$ cat src/rtl/snake_step_controller.sv
// Snake game step sequencer: owns the single-port grid RAM, clears and seeds the field,
// moves head/tail once per tick, places food, and lends the port to VGA while idle.
// state      | meaning
// CLEAR      | row-major wipe, WALL on border, EMPTY inside
// SEED       | write initial head/tail cell at START
// FOOD_RD    | read candidate food cell
// FOOD_CHK   | place food if EMPTY, else request a new candidate
// IDLE       | wait for Tick, VGA owns the port
// OLDHEAD_WR | rewrite old head with the committed direction
// HEAD_RD    | read the cell the head moves into
// HEAD_CHK   | collision / food decision
// HEAD_WR    | write new head
// TAIL_RD    | read tail to learn its direction
// TAIL_WR    | erase tail and advance it
// OVER       | game over, VGA owns the port
module snake_step_controller #(
  parameter int GRID_WIDTH  = 40,
  parameter int GRID_HEIGHT = 30,
  parameter int X_BITS      = 6,
  parameter int Y_BITS      = 5,
  parameter int START_X     = 20,
  parameter int START_Y     = 20
) (
  input  logic                     Clock,
  input  logic                     Reset,
  input  logic                     Tick,
  input  logic                     DirUp,
  input  logic                     DirDown,
  input  logic                     DirLeft,
  input  logic                     DirRight,
  input  logic                     Restart,
  input  logic [X_BITS-1:0]        FoodX,
  input  logic [Y_BITS-1:0]        FoodY,
  output logic                     FoodReq,
  output logic [Y_BITS+X_BITS-1:0] MemAddr,
  output logic                     MemWe,
  output logic [3:0]               MemWData,
  input  logic [3:0]               MemRData,
  input  logic                     VgaReq,
  input  logic [Y_BITS+X_BITS-1:0] VgaAddr,
  output logic                     VgaGnt,
  output logic [1:0]               VgaData,
  output logic [7:0]               Score,
  output logic                     GameOver,
  output logic                     Busy
);

  localparam logic [1:0] BLK_EMPTY = 2'd0;
  localparam logic [1:0] BLK_WALL  = 2'd1;
  localparam logic [1:0] BLK_SNAKE = 2'd2;
  localparam logic [1:0] BLK_FOOD  = 2'd3;

  localparam logic [1:0] DIR_UP    = 2'd0;
  localparam logic [1:0] DIR_DOWN  = 2'd1;
  localparam logic [1:0] DIR_LEFT  = 2'd2;
  localparam logic [1:0] DIR_RIGHT = 2'd3;

  localparam logic [X_BITS-1:0] LAST_COL = X_BITS'(GRID_WIDTH - 1);
  localparam logic [Y_BITS-1:0] LAST_ROW = Y_BITS'(GRID_HEIGHT - 1);
  localparam logic [X_BITS-1:0] START_COL = X_BITS'(START_X);
  localparam logic [Y_BITS-1:0] START_ROW = Y_BITS'(START_Y);

  typedef enum logic [3:0] {
    stClear, stSeed, stFoodRd, stFoodChk, stIdle, stOldHeadWr,
    stHeadRd, stHeadChk, stHeadWr, stTailRd, stTailWr, stOver
  } stateT;

  stateT state, stateNext;

  logic [X_BITS-1:0] clrX, headX, tailX, nextX;
  logic [Y_BITS-1:0] clrY, headY, tailY, nextY;
  logic [1:0] curDir, pendingDir, commitDir;
  logic grow;
  logic [Y_BITS+X_BITS-1:0] foodAddr;
  logic isBorder, clearLast;

  function automatic logic [X_BITS-1:0] stepX(input logic [X_BITS-1:0] x, input logic [1:0] dir);
    logic [X_BITS-1:0] r;
    r = x;
    if (dir == DIR_RIGHT)
      r = (x == LAST_COL) ? '0 : x + X_BITS'(1);
    else if (dir == DIR_LEFT)
      r = (x == '0) ? LAST_COL : x - X_BITS'(1);
    return r;
  endfunction

  function automatic logic [Y_BITS-1:0] stepY(input logic [Y_BITS-1:0] y, input logic [1:0] dir);
    logic [Y_BITS-1:0] r;
    r = y;
    if (dir == DIR_DOWN)
      r = (y == LAST_ROW) ? '0 : y + Y_BITS'(1);
    else if (dir == DIR_UP)
      r = (y == '0) ? LAST_ROW : y - Y_BITS'(1);
    return r;
  endfunction

  // Opposite directions differ only in bit 0, so a reversal is pendingDir == curDir ^ 1.
  assign commitDir = (pendingDir == (curDir ^ 2'b01)) ? curDir : pendingDir;
  assign isBorder  = (clrY == '0) || (clrY == LAST_ROW) || (clrX == '0) || (clrX == LAST_COL);
  assign clearLast = (clrX == LAST_COL) && (clrY == LAST_ROW);

  assign GameOver = (state == stOver);
  assign Busy     = !((state == stIdle) || (state == stOver));
  assign VgaData  = MemRData[1:0];

  always_comb begin
    stateNext = state;
    MemAddr   = {headY, headX};
    MemWe     = 1'b0;
    MemWData  = 4'd0;
    FoodReq   = 1'b0;
    VgaGnt    = 1'b0;
    case (state)
      stClear: begin
        MemAddr  = {clrY, clrX};
        MemWe    = 1'b1;
        MemWData = isBorder ? {2'b00, BLK_WALL} : {2'b00, BLK_EMPTY};
        if (clearLast) stateNext = stSeed;
      end
      stSeed: begin
        MemAddr   = {START_ROW, START_COL};
        MemWe     = 1'b1;
        MemWData  = {DIR_RIGHT, BLK_SNAKE};
        stateNext = stFoodRd;
      end
      stFoodRd: begin
        MemAddr   = {FoodY, FoodX};
        stateNext = stFoodChk;
      end
      stFoodChk: begin
        MemAddr = foodAddr;
        if (MemRData[1:0] == BLK_EMPTY) begin
          MemWe     = 1'b1;
          MemWData  = {2'b00, BLK_FOOD};
          stateNext = stIdle;
        end else begin
          FoodReq   = 1'b1;
          stateNext = stFoodRd;
        end
      end
      stIdle: begin
        VgaGnt = VgaReq;
        if (VgaReq) MemAddr = VgaAddr;
        if (Tick) stateNext = stOldHeadWr;
      end
      stOldHeadWr: begin
        MemWe     = 1'b1;
        MemWData  = {curDir, BLK_SNAKE};
        stateNext = stHeadRd;
      end
      stHeadRd: begin
        MemAddr   = {nextY, nextX};
        stateNext = stHeadChk;
      end
      stHeadChk: begin
        MemAddr = {nextY, nextX};
        if ((MemRData[1:0] == BLK_WALL) || (MemRData[1:0] == BLK_SNAKE))
          stateNext = stOver;
        else
          stateNext = stHeadWr;
      end
      stHeadWr: begin
        MemAddr  = {nextY, nextX};
        MemWe    = 1'b1;
        MemWData = {curDir, BLK_SNAKE};
        if (grow) begin
          FoodReq   = 1'b1;
          stateNext = stFoodRd;
        end else begin
          stateNext = stTailRd;
        end
      end
      stTailRd: begin
        MemAddr   = {tailY, tailX};
        stateNext = stTailWr;
      end
      stTailWr: begin
        MemAddr   = {tailY, tailX};
        MemWe     = 1'b1;
        MemWData  = {2'b00, BLK_EMPTY};
        stateNext = stIdle;
      end
      stOver: begin
        VgaGnt = VgaReq;
        if (VgaReq) MemAddr = VgaAddr;
      end
      default: stateNext = stClear;
    endcase
    // Restart aborts whatever is in flight without committing its write.
    if (Restart) begin
      stateNext = stClear;
      MemWe     = 1'b0;
      FoodReq   = 1'b0;
    end
    if (Reset) begin
      MemWe    = 1'b0;
      MemAddr  = '0;
      MemWData = 4'd0;
      FoodReq  = 1'b0;
      VgaGnt   = 1'b0;
    end
  end

  always_ff @(posedge Clock or posedge Reset) begin
    if (Reset) begin
      state    <= stClear;
      clrX     <= '0;
      clrY     <= '0;
      headX    <= START_COL;
      headY    <= START_ROW;
      tailX    <= START_COL;
      tailY    <= START_ROW;
      nextX    <= START_COL;
      nextY    <= START_ROW;
      curDir   <= DIR_RIGHT;
      grow     <= 1'b0;
      Score    <= 8'd0;
      foodAddr <= '0;
    end else begin
      state <= stateNext;
      if (Restart) begin
        clrX  <= '0;
        clrY  <= '0;
        Score <= 8'd0;
        grow  <= 1'b0;
      end else begin
        case (state)
          stClear: begin
            if (clrX == LAST_COL) begin
              clrX <= '0;
              clrY <= (clrY == LAST_ROW) ? '0 : clrY + Y_BITS'(1);
            end else begin
              clrX <= clrX + X_BITS'(1);
            end
          end
          stSeed: begin
            headX  <= START_COL;
            headY  <= START_ROW;
            tailX  <= START_COL;
            tailY  <= START_ROW;
            curDir <= DIR_RIGHT;
          end
          stFoodRd: foodAddr <= {FoodY, FoodX};
          stIdle: begin
            if (Tick) begin
              curDir <= commitDir;
              nextX  <= stepX(headX, commitDir);
              nextY  <= stepY(headY, commitDir);
            end
          end
          stHeadChk: begin
            grow <= (MemRData[1:0] == BLK_FOOD);
            if ((MemRData[1:0] == BLK_FOOD) && (Score != 8'hFF))
              Score <= Score + 8'd1;
          end
          stHeadWr: begin
            headX <= nextX;
            headY <= nextY;
          end
          stTailWr: begin
            tailX <= stepX(tailX, MemRData[3:2]);
            tailY <= stepY(tailY, MemRData[3:2]);
          end
          default: ;
        endcase
      end
    end
  end

  // A button pulse in the same cycle as SEED wins over the default heading.
  always_ff @(posedge Clock or posedge Reset) begin
    if (Reset)                 pendingDir <= DIR_RIGHT;
    else if (Restart)          pendingDir <= DIR_RIGHT;
    else if (DirUp)            pendingDir <= DIR_UP;
    else if (DirDown)          pendingDir <= DIR_DOWN;
    else if (DirLeft)          pendingDir <= DIR_LEFT;
    else if (DirRight)         pendingDir <= DIR_RIGHT;
    else if (state == stSeed)  pendingDir <= DIR_RIGHT;
  end

endmodule

$ cat config.mk
export PLATFORM = sky130hd
export DESIGN_NAME = snake_step_controller
export DESIGN_NICKNAME = d
export VERILOG_FILES = /design/src/rtl/snake_step_controller.sv
export SDC_FILE = /design/constraint.sdc
export NUM_CORES = 1
export LEC_CHECK = 0
export BUFFER_PORTS_ARGS = -buffer_cell sky130_fd_sc_hd__buf_4
export CAP_MARGIN = 20
export CORE_ASPECT_RATIO = 1.75
export CORE_UTILIZATION = 23
export CTS_CLUSTER_SIZE = 24
export DETAILED_ROUTE_END_ITERATION = 7
export GPL_ROUTABILITY_DRIVEN = 0
export PLACE_DENSITY = 0.46
export RECOVER_POWER = 50
export SLEW_MARGIN = 20
export SYNTH_ARGS = -nofsm -noshare
export SYNTH_HDL_FRONTEND = slang
export SYNTH_SLANG_ARGS = --single-unit
export TNS_END_PERCENT = 30
$ cat constraint.sdc
create_clock -name Clock -period 3.86 [get_ports Clock]
set_input_delay 0.772 -clock Clock [delete_from_list [all_inputs] [get_ports Clock]]
set_output_delay 0.772 -clock Clock [all_outputs]
set_load 0.1 [all_outputs]
==> results of run 1 <==
## final cells by class
class	count	share of cell area
Clock buffer	12	0.0374
Timing Repair Buffer	92	0.0932
Clock inverter	4	0.0111
Multi-Input combinational cell	545	0.520
Sequential cell	72	0.266
Tap cell	308	0.0563
Inverter	29	0.0161
## routing by layer
layer	up-vias	global-route usage	wire length [µm]
met4	0	0.114	1290
met2	190	0.322	11500
met5	-	0	0
li1	2674	-	-
met1	2671	0.188	8070
met3	72	0.0279	892
## registers in the layout, indices dropped and copies added, names as in the netlist
signal,count
Score,8
pendingDir,2
headY,5
nextX,6
curDir,2
grow,1
clrX,6
headX,6
foodAddr,11
state,4
nextY,5
clrY,5
tailX,6
tailY,5
## layout by cell type (no fill, tap or decap), drive strengths merged, types with 20 or more instances in the layout
cell,count
buf,78
nand2,68
nor2,64
o21ai,58
dfrtp,56
a21oi,50
inv,28
clkbuf,26
nor3,22
nand3,22
mux2i,22
ha,20
## stage by stage
stage	TNS, ns	area (µm²)	setup WS (ns)
global route	0	6850	0.176
CTS	0	6920	0.357
global placement	0	6580	0.600
detailed placement	0	6580	0.652
finish	0	6850	0.280
floorplan	-1.84	5760	-0.338
## cells in the mapped netlist, types with 11 or more instances
library cell | instances | area [µm²]
nand2_1 | 68 | 255
nor2_1 | 64 | 240
dfrtp_1 | 56 | 1400
a21oi_1 | 49 | 245
o21ai_0 | 41 | 205
clkbuf_1 | 30 | 113
inv_1 | 26 | 97.6
mux2i_1 | 22 | 220
nand3_1 | 22 | 110
nor3_1 | 22 | 110
ha_1 | 20 | 250
o21ai_1 | 17 | 85.1
a22oi_1 | 16 | 120
dfstp_2 | 16 | 420
mux2_2 | 16 | 180
a31oi_1 | 15 | 93.8
buf_2 | 13 | 65.1
nand4_1 | 11 | 68.8
## cells by family (layout without fill, tap and decap cells)
| family | Yosys count | after routing |
|---|---|---|
| AOI/OAI and AO/OA | 229 | 229 |
| xor gates and xnor gates | 19 | 19 |
| adders and majority gates | 20 | 20 |
| buffers and inverters | 85 | 137 |
| DFF | 72 | 72 |
| muxes | 38 | 38 |
| and+or+nand+nor | 239 | 239 |
## how the worst max path moves through the flow
| stage | start | endpoint |
|---|---|---|
| after floorplan | state[2]$_DFFE_PP0P_ | MemAddr[2] |
| after global placement | VgaReq | MemAddr[3] |
| after detailed placement | VgaReq | MemAddr[3] |
| after CTS | state[3]$_DFFE_PP0P_ | MemAddr[8] |
| after global routing | state[0]$_DFFE_PP0P_ | MemWData[0] |
| final | state[0]$_DFFE_PP0P_ | MemWData[0] |
## report_power, final
part           switching, mW  internal, mW
Combinational          0.182        0.0923
Sequential            0.0340         0.772
Clock                  0.351         0.603
## worst min-delay path, cell delays in order, from the launching register on
cell	delay, ns
dfstp_2	0.39
nand2_1	0.05
o21ai_1	0.05
==> results_dict.tcl, run 1 <==
set metrics [dict create \
    status "finished, violations left" \
    failed_checks "capacitance limit, slew limit" \
    cp.required_ns 3.09 \
    syn_avg_cell_area_um2 8.13 \
    cp_cell_sequence "buf_4 -> nor2b_1 -> clkbuf_1 -> a31oi_1 -> nor3_1 -> buf_4" \
    syn_to_final_growth_pct 20.0 \
    grt_pass1_vias 5768 \
    rsz0062_at_grt "false" \
    coreArea_um2 24200 \
    io_pins 65 \
    synth-edff-count 0 \
    cts_sinks 72 \
    async_flop_share 1.00 \
    cts_resized 0 \
    ant_nets 0 \
    power_mw 2.03 \
    end_kind "primary output" \
    max_stage_delay_ns 0.52 \
    start_kind "register" \
    final_util 0.283 \
    diodes 0 \
    drc 0 \
    die-area_um2 25500 \
    synthMuxAreaShare 0.0702 \
    worstPathArrival_ns 2.81 \
    worst_hold_path_type "register to register" \
    grt-ovfl-total 0 \
    stdcell_count 1062 \
    wl_per_cell_um 20.5 \
    synth_compound_area_frac 0.267 \
    holdWs_ns 0.494 \
    syn_inst 702 \
    worst_pin_slew_ns 1.55 \
    max_freq_ghz 0.279 \
    cts-root-buf "clkbuf_16" \
    clockBufferDepth 2 \
    numCtsBuffers 9 \
    drive_gt1_frac 0.190 \
    grt_usage 0.178 \
    nNetsFinal 804 \
    ys_seq_elements 72 \
    ir_worst_vdd_mv 0.196 \
    yosysWarnings 0 \
    drt_iter0_markers 351 \
    clock_latency_ns 0.35 \
    cp_top_family "buffers and inverters" \
    regToRegSetupSlack_ns 0.75 \
    synth.cell_area_um2 5710 \
    portBuffers 64 \
    viasPerCell 5.28 \
    seq_area_um2 1820 \
    reg2reg_depth 5 \
    synth-adder-area-share 0.0439 \
    antenna_found_initial 0 \
    dr.pass1.iters 5 \
    synth_top_family_by_area "compound AO/OA/AOI/OAI gates" \
    maxCapViolCount 1 \
    setup_violations 0 \
    r2r-end "clrY[3]$_DFFE_PP0P_" \
    initial_core_util 0.236 \
    cts_setup_buffers 0 \
    clkSlewWorstSetupHoldPaths_ns 0.07 \
    drv_slew 9 \
    grt_pass1_wl_um 33700 \
    synth_fp_nets 757 \
    finalWirelength_um 21800 \
    cts_tree "built" \
    synthSimpleGateAreaFrac 0.207 \
    path_buf_inv 3 \
    fin_crit_sh 0.927 \
    ys_types 73 \
    hpwl_um 16800 \
    fp.dieH_um 210 \
    htreeDepth 3 \
    ctsHoldBuffers 0 \
    cp_slowest_cell "dfrtp_1" \
    min_to "nextY[2]$_DFFE_PP1P_" \
    die_w_um 121 \
    grt_max_degree 32 \
    dp_cells 1046 \
    cp_max_fo 19 \
    row_count 75 \
    p_per_area_nw_per_um2 297 \
    ys.flop_type "dfrtp_1" \
    via_count 5607 \
    skew_ns 0.0115 \
    min_path_cells 2 \
    crit_path_frequent_cell "buf_4" \
    path_class "register to primary output" \
    post-route-min-period_ns 3.58 \
    final_hold_viol_count 0 \
    leakagePower_nw 2.90 \
    slew-limit-headroom -0.0431 \
    multi_input_area_um2 3560 \
    reg2reg_from "state[3]$_DFFE_PP0P_" \
    crit_cells 6 \
    worstHoldStart "nextY[2]$_DFFE_PP1P_" \
    synth.yosys.seq_area_share 0.319 \
    fill_cells 2642 \
    synth-xor-area-share 0.0292 \
]
(Power assumes the default switching activity.)
==> inputs of run 2 (changes only) <==
- CORE_UTILIZATION: 23 -> 35
- PLACE_DENSITY: 0.46 -> 0.6
==> run 2 against run 1 <==
The run ends with DRC, capacitance limit, slew limit left. Routed wire length decreased by 12%. First-iteration DRC count rose by 13%. Fmax is 1.3% higher. Total power decreased by 2.1%. Via count grew 2.1%. Clock skew about the same. Hold slack better by 0.0045 ns. Sequential power is essentially flat. Combinational power shrank 3%. Sequential share of layout area increased by 1.0 points. Die area decreased by 34%. Largest cell class unchanged. Largest power group unchanged.
==> results_dict.tcl, run 2 (same netlist as run 1, synthesis figures left out) <==
set metrics [dict create \
    cp.required_ns 3.09 \
    r2r-end "clrY[3]$_DFFE_PP0P_" \
    syn_to_final_growth_pct 15.6 \
    switching_share 0.281 \
    p_per_area_nw_per_um2 302 \
    slew-limit-headroom -0.193 \
    min_to "nextX[4]$_DFFE_PP1P_" \
    fill_cells 1629 \
    reg2reg_depth 5 \
    regToRegSetupSlack_ns 0.84 \
    grt_pass1_vias 5660 \
    ant_nets 0 \
    htreeDepth 3 \
    ctsHoldBuffers 0 \
    drc 7 \
    cp_max_fo 15 \
    reg_top3 "foodAddr: 11 flops, Score: 8 flops" \
    internal_power_mw 1.43 \
    final_common_cell "nand2_1" \
    cp_slowest_cell "dfrtp_1" \
    rsz0062_at_grt "false" \
    post-route-min-period_ns 3.53 \
    ir_worst_vdd_mv 0.206 \
    status "finished, violations left" \
    grt-ovfl-total 0 \
    diodes 0 \
    io_pins 65 \
    grt_usage 0.233 \
    drive_gt1_frac 0.178 \
    clock_latency_ns 0.34 \
    drt_iter0_markers 395 \
    worstHoldStart "nextX[4]$_DFFE_PP1P_" \
    max_freq_ghz 0.283 \
    antenna_found_initial 0 \
    cts-root-buf "clkbuf_16" \
    numCtsBuffers 9 \
    worst_hold_path_type "register to register" \
    dp_cells 914 \
    fin_crit_sh 0.916 \
    reg2reg_from "state[0]$_DFFE_PP0P_" \
    final_util 0.415 \
    via_count 5723 \
    clkSlewWorstSetupHoldPaths_ns 0.07 \
    coreArea_um2 15900 \
    drv_slew 62 \
    cp_cell_sequence "buf_4 -> and2_0 -> a221oi_1 -> a211oi_4 -> buf_4" \
    clockPowerShare 0.461 \
    start_kind "register" \
    cts_sinks 72 \
    grt_max_degree 33 \
    finalWirelength_um 19100 \
    cts_tree "built" \
    setup_violations 0 \
    pwr-share-seq 0.404 \
    combPwrFrac 0.134 \
    multi_input_area_um2 3560 \
    viasPerCell 6.15 \
    preCtsSetupSlack_ns 0.814 \
    power_mw 1.99 \
    path_class "register to primary output" \
    worst_pin_slew_ns 1.79 \
    initial_core_util 0.359 \
    final_hold_viol_count 0 \
    maxCapViolCount 2 \
    seq_area_um2 1820 \
    grt_pass1_wl_um 30400 \
    row_count 61 \
    max_stage_delay_ns 0.69 \
    most-common-layout-cells "68 x nand2_1, 66 x buf_4, 64 x nor2_1" \
    clockBufferDepth 2 \
    stdcell_count 930 \
    die_w_um 98.5 \
    setup_tns_ns 0 \
    fp.dieH_um 171 \
    path_buf_inv 2 \
    nNetsFinal 791 \
    skew_ns 0.0111 \
    crit_path_frequent_cell "buf_4" \
    min_path_cells 2 \
    leakagePower_nw 2.84 \
    dr.pass1.iters 7 \
    die-area_um2 16800 \
    worstPathArrival_ns 2.76 \
    final.setup.worst_slack_ns 0.325 \
    end_kind "primary output" \
    regMostFlops "foodAddr" \
    wl_per_cell_um 20.6 \
    portBuffers 64 \
    cts_resized 0 \
    cp_top_family "flip-flops" \
    p_sw_mw 0.560 \
    hpwl_um 14400 \
    failed_checks "DRC, capacitance limit, slew limit" \
    largest_reg_flops 11 \
    cts_setup_buffers 0 \
]
run 2: power groups by stage:
stage | sequential (mW) | combinational (mW) | clock [mW]
2_1_floorplan | 0.798 | 0.192 | 0
3_5_place_dp | 0.817 | 0.268 | 0
5_1_grt | 0.807 | 0.289 | 0.972
4_1_cts | 0.804 | 0.269 | 0.933
3_3_place_gp | 0.817 | 0.262 | 0
6_report | 0.805 | 0.267 | 0.919
run 2: layer usage:
metal / track usage / share of wire / vias up
met1: 0.258 / 0.38 / 2763
met4: 0.140 / 0.050 / 0
met3: 0.0302 / 0.054 / 57
met2: 0.421 / 0.52 / 251
met5: 0 / 0 / -
li1: - / - / 2652
run 2: how the worst max path moves through the flow:
| stage | start | endpoint | slack (ns) | depth (start not counted) |
|---|---|---|---|---|
| final | state[2]$_DFFE_PP0P_ | MemAddr[4] | 0.33 | 5 |
| after floorplan | state[2]$_DFFE_PP0P_ | MemAddr[2] | -0.34 | 7 |
| after global placement | VgaReq | MemAddr[0] | 0.84 | 7 |
| after CTS | state[0]$_DFFE_PP0P_ | MemAddr[4] | 0.46 | 6 |
| after global routing | state[3]$_DFFE_PP0P_ | FoodReq | 0.20 | 6 |
| after detailed placement | VgaReq | MemAddr[5] | 0.81 | 7 |
run 2: final cells by class:
cell class,count,area share
clock buffer,9,0.0341
clock inverter,7,0.0146
inverter,29,0.0167
multi-input combinational,545,0.540
sequential,72,0.276
tap,189,0.0359
timing repair buffer,79,0.0825
run 2: metrics by stage:
| stage | hold slack, ns | instance area (µm²) |
|---|---|---|
| global placement | 0.482 | 6340 |
| CTS | 0.502 | 6660 |
| global route | 0.523 | 6600 |
| floorplan | 0.457 | 5760 |
| detailed placement | 0.494 | 6340 |
| finish | 0.499 | 6600 |
run 2: worst min-delay path: stages, from the launching register on:
cell     delay (ns)
dfstp_2        0.39
nand2_1        0.05
o21ai_1        0.06
==> inputs of run 3 (changes only) <==
==> constraint.sdc (replaced) <==
create_clock -name Clock -period 3.86 [get_ports Clock]
set_input_delay 0.193 -clock Clock [delete_from_list [all_inputs] [get_ports Clock]]
set_output_delay 0.193 -clock Clock [all_outputs]
set_load 0.1 [all_outputs]
==> run 3 against run 2 <==
The run still ends with DRC, capacitance limit, slew limit left. Non-clock buffer count decreased by 1. First-iteration DRC count up 45%. Register-to-register slack worse by 0.15 ns. Clock-buffer cell count unchanged. Combinational power increased by 1%. Total power grew 3.2%. Hold slack worse by 0.48 ns. Worst setup slack better by 0.34 ns. Clock power rose by 6.6%. Critical path depth is 3 higher. Routed wire length is 2.1% higher.
==> results_dict.tcl, run 3 (same netlist as run 1, synthesis figures left out) <==
set metrics [dict create \
    internal_power_mw 1.50 \
    cp_cell_sequence "clkbuf_1 -> nor2_1 -> a21o_1 -> inv_2 -> o22ai_1 -> a221oi_1 -> a211oi_1 -> buf_4" \
    ir_worst_vdd_mv 0.150 \
    reg_top3 "foodAddr: 11 flops, Score: 8 flops" \
    p_sw_mw 0.560 \
    dr.pass1.iters 8 \
    skew_ns 0.00709 \
    initial_core_util 0.359 \
    diodes 0 \
    grt_usage 0.235 \
    max_stage_delay_ns 0.67 \
    row_count 61 \
    antenna_found_initial 0 \
    use_met1 0.256 \
    r2r-end "clrY[3]$_DFFE_PP0P_" \
    worstHoldStart "DirDown" \
    clkSlewWorstSetupHoldPaths_ns 0.06 \
    p_per_area_nw_per_um2 314 \
    drc 5 \
    setup_tns_ns 0 \
    regToRegSetupSlack_ns 0.69 \
    htreeDepth 3 \
    maxCapViolCount 1 \
    viasPerCell 6.27 \
    syn_to_final_growth_pct 14.9 \
    worst_hold_path_type "input pin to register" \
    final_hold_viol_count 0 \
    leakagePower_nw 2.83 \
    start_kind "register" \
    drv_slew 41 \
    cts_tree "built" \
    clockBufferDepth 2 \
    worstPathArrival_ns 3.01 \
    cp.required_ns 3.67 \
    status "finished, violations left" \
    drive_gt1_frac 0.162 \
    portBuffers 64 \
    fin_area_um2 6560 \
    cp_slowest_cell "dfrtp_1" \
    regMostFlops "foodAddr" \
    numCtsBuffers 9 \
    worst_pin_slew_ns 1.54 \
    grt_use_met2 0.423 \
    io_pins 65 \
    reg2reg_from "state[3]$_DFFE_PP0P_" \
    preCtsSetupSlack_ns 1.18 \
    drt_iter0_markers 574 \
    final_util 0.413 \
    final_common_cell "nand2_1" \
    die-area_um2 16800 \
    grt_pass1_wl_um 30600 \
    multi_input_area_um2 3510 \
    cts_sinks 72 \
    slew-limit-headroom -0.0295 \
    most-common-layout-cells "68 x nand2_1, 64 x nor2_1, 62 x buf_4" \
    pwr-share-seq 0.391 \
    rsz0062_at_grt "false" \
    min_to "pendingDir[1]$_DFFE_PP1P_" \
    switching_share 0.272 \
    max_freq_ghz 0.313 \
    ant_nets 0 \
    seq_area_um2 1820 \
    grt_use_met3 0.0266 \
    min_path_cells 2 \
    grt-ovfl-total 0 \
    die_w_um 98.5 \
    wl_per_cell_um 21.0 \
    combPwrFrac 0.132 \
    setup_violations 0 \
    via_count 5825 \
    fp.dieH_um 171 \
    grt_pass1_vias 5738 \
    fin_crit_sh 0.829 \
    grt_max_degree 42 \
    final.setup.worst_slack_ns 0.661 \
    path_class "register to primary output" \
    failed_checks "DRC, capacitance limit, slew limit" \
    coreArea_um2 15900 \
    clockPowerShare 0.477 \
    cts-root-buf "clkbuf_16" \
    reg2reg_depth 5 \
    finalWirelength_um 19500 \
    nNetsFinal 790 \
    post-route-min-period_ns 3.20 \
    placed_cell_area_um2 6280 \
    hpwl_um 14600 \
    clock_latency_ns 0.34 \
    largest_reg_flops 11 \
    end_kind "primary output" \
    grt.busiest_layer "met2" \
    cp_max_fo 27 \
    fill_cells 1632 \
]
run 3: layout make-up:
cell class	instances	area share
tap	189	0.0361
clock buffer	9	0.0344
multi-input combinational	545	0.536
timing repair buffer	78	0.0811
clock inverter	7	0.0181
sequential	72	0.278
inverter	29	0.0166
run 3: per-layer routing:
| metal | vias up | wire length (µm) |
|---|---|---|
| met1 | 2796 | 7160 |
| met4 | 0 | 1240 |
| met3 | 73 | 1060 |
| li1 | 2648 | - |
| met5 | - | 0 |
| met2 | 308 | 10000 |
run 3: worst max-delay path by stage:
stage                     slack, ns                 start                  end  cells after the start
after global routing           0.53  state[3]$_DFFE_PP0P_  clrY[3]$_DFFE_PP0P_                      5
final                          0.66  state[3]$_DFFE_PP0P_           MemAddr[8]                      8
after CTS                      0.82  state[0]$_DFFE_PP0P_           MemAddr[8]                      6
after floorplan               -0.72  state[2]$_DFFE_PP0P_           MemAddr[4]                      7
after detailed placement       1.18  state[0]$_DFFE_PP0P_           MemAddr[8]                      6
after global placement         1.23  state[3]$_DFFE_PP0P_              FoodReq                      5
run 3: metrics by stage:
step	cells	total power [mW]	hold WS (ns)
6_report	929	2.06	0.0192
5_1_grt	929	2.12	0.0310
4_1_cts	929	2.07	0.0185
3_5_place_dp	912	1.09	0.352
3_3_place_gp	912	1.08	0.348
2_1_floorplan	702	0.988	0.251
run 3: power groups by stage:
| stage | clock [mW] | combinational (mW) | sequential (mW) |
|---|---|---|---|
| 2_1_floorplan | 0 | 0.190 | 0.798 |
| 3_3_place_gp | 0 | 0.266 | 0.816 |
| 5_1_grt | 1.02 | 0.292 | 0.806 |
| 6_report | 0.980 | 0.271 | 0.804 |
| 4_1_cts | 0.996 | 0.273 | 0.803 |
| 3_5_place_dp | 0 | 0.271 | 0.817 |
run 3: repair_timing:
item	CTS	global route
endpoints found under the hold margin	1	0
hold buffers	1	0
resized for setup	0	0
buffers inserted	0	0
run 3: critical path, delay by kind of cell, from the launching register on:
family                 cells  cell delay [ns]
AOI/OAI and AO/OA          4             0.88
buffers and inverters      3             0.83
DFF                        1             0.67
and+or+nand+nor            1             0.28
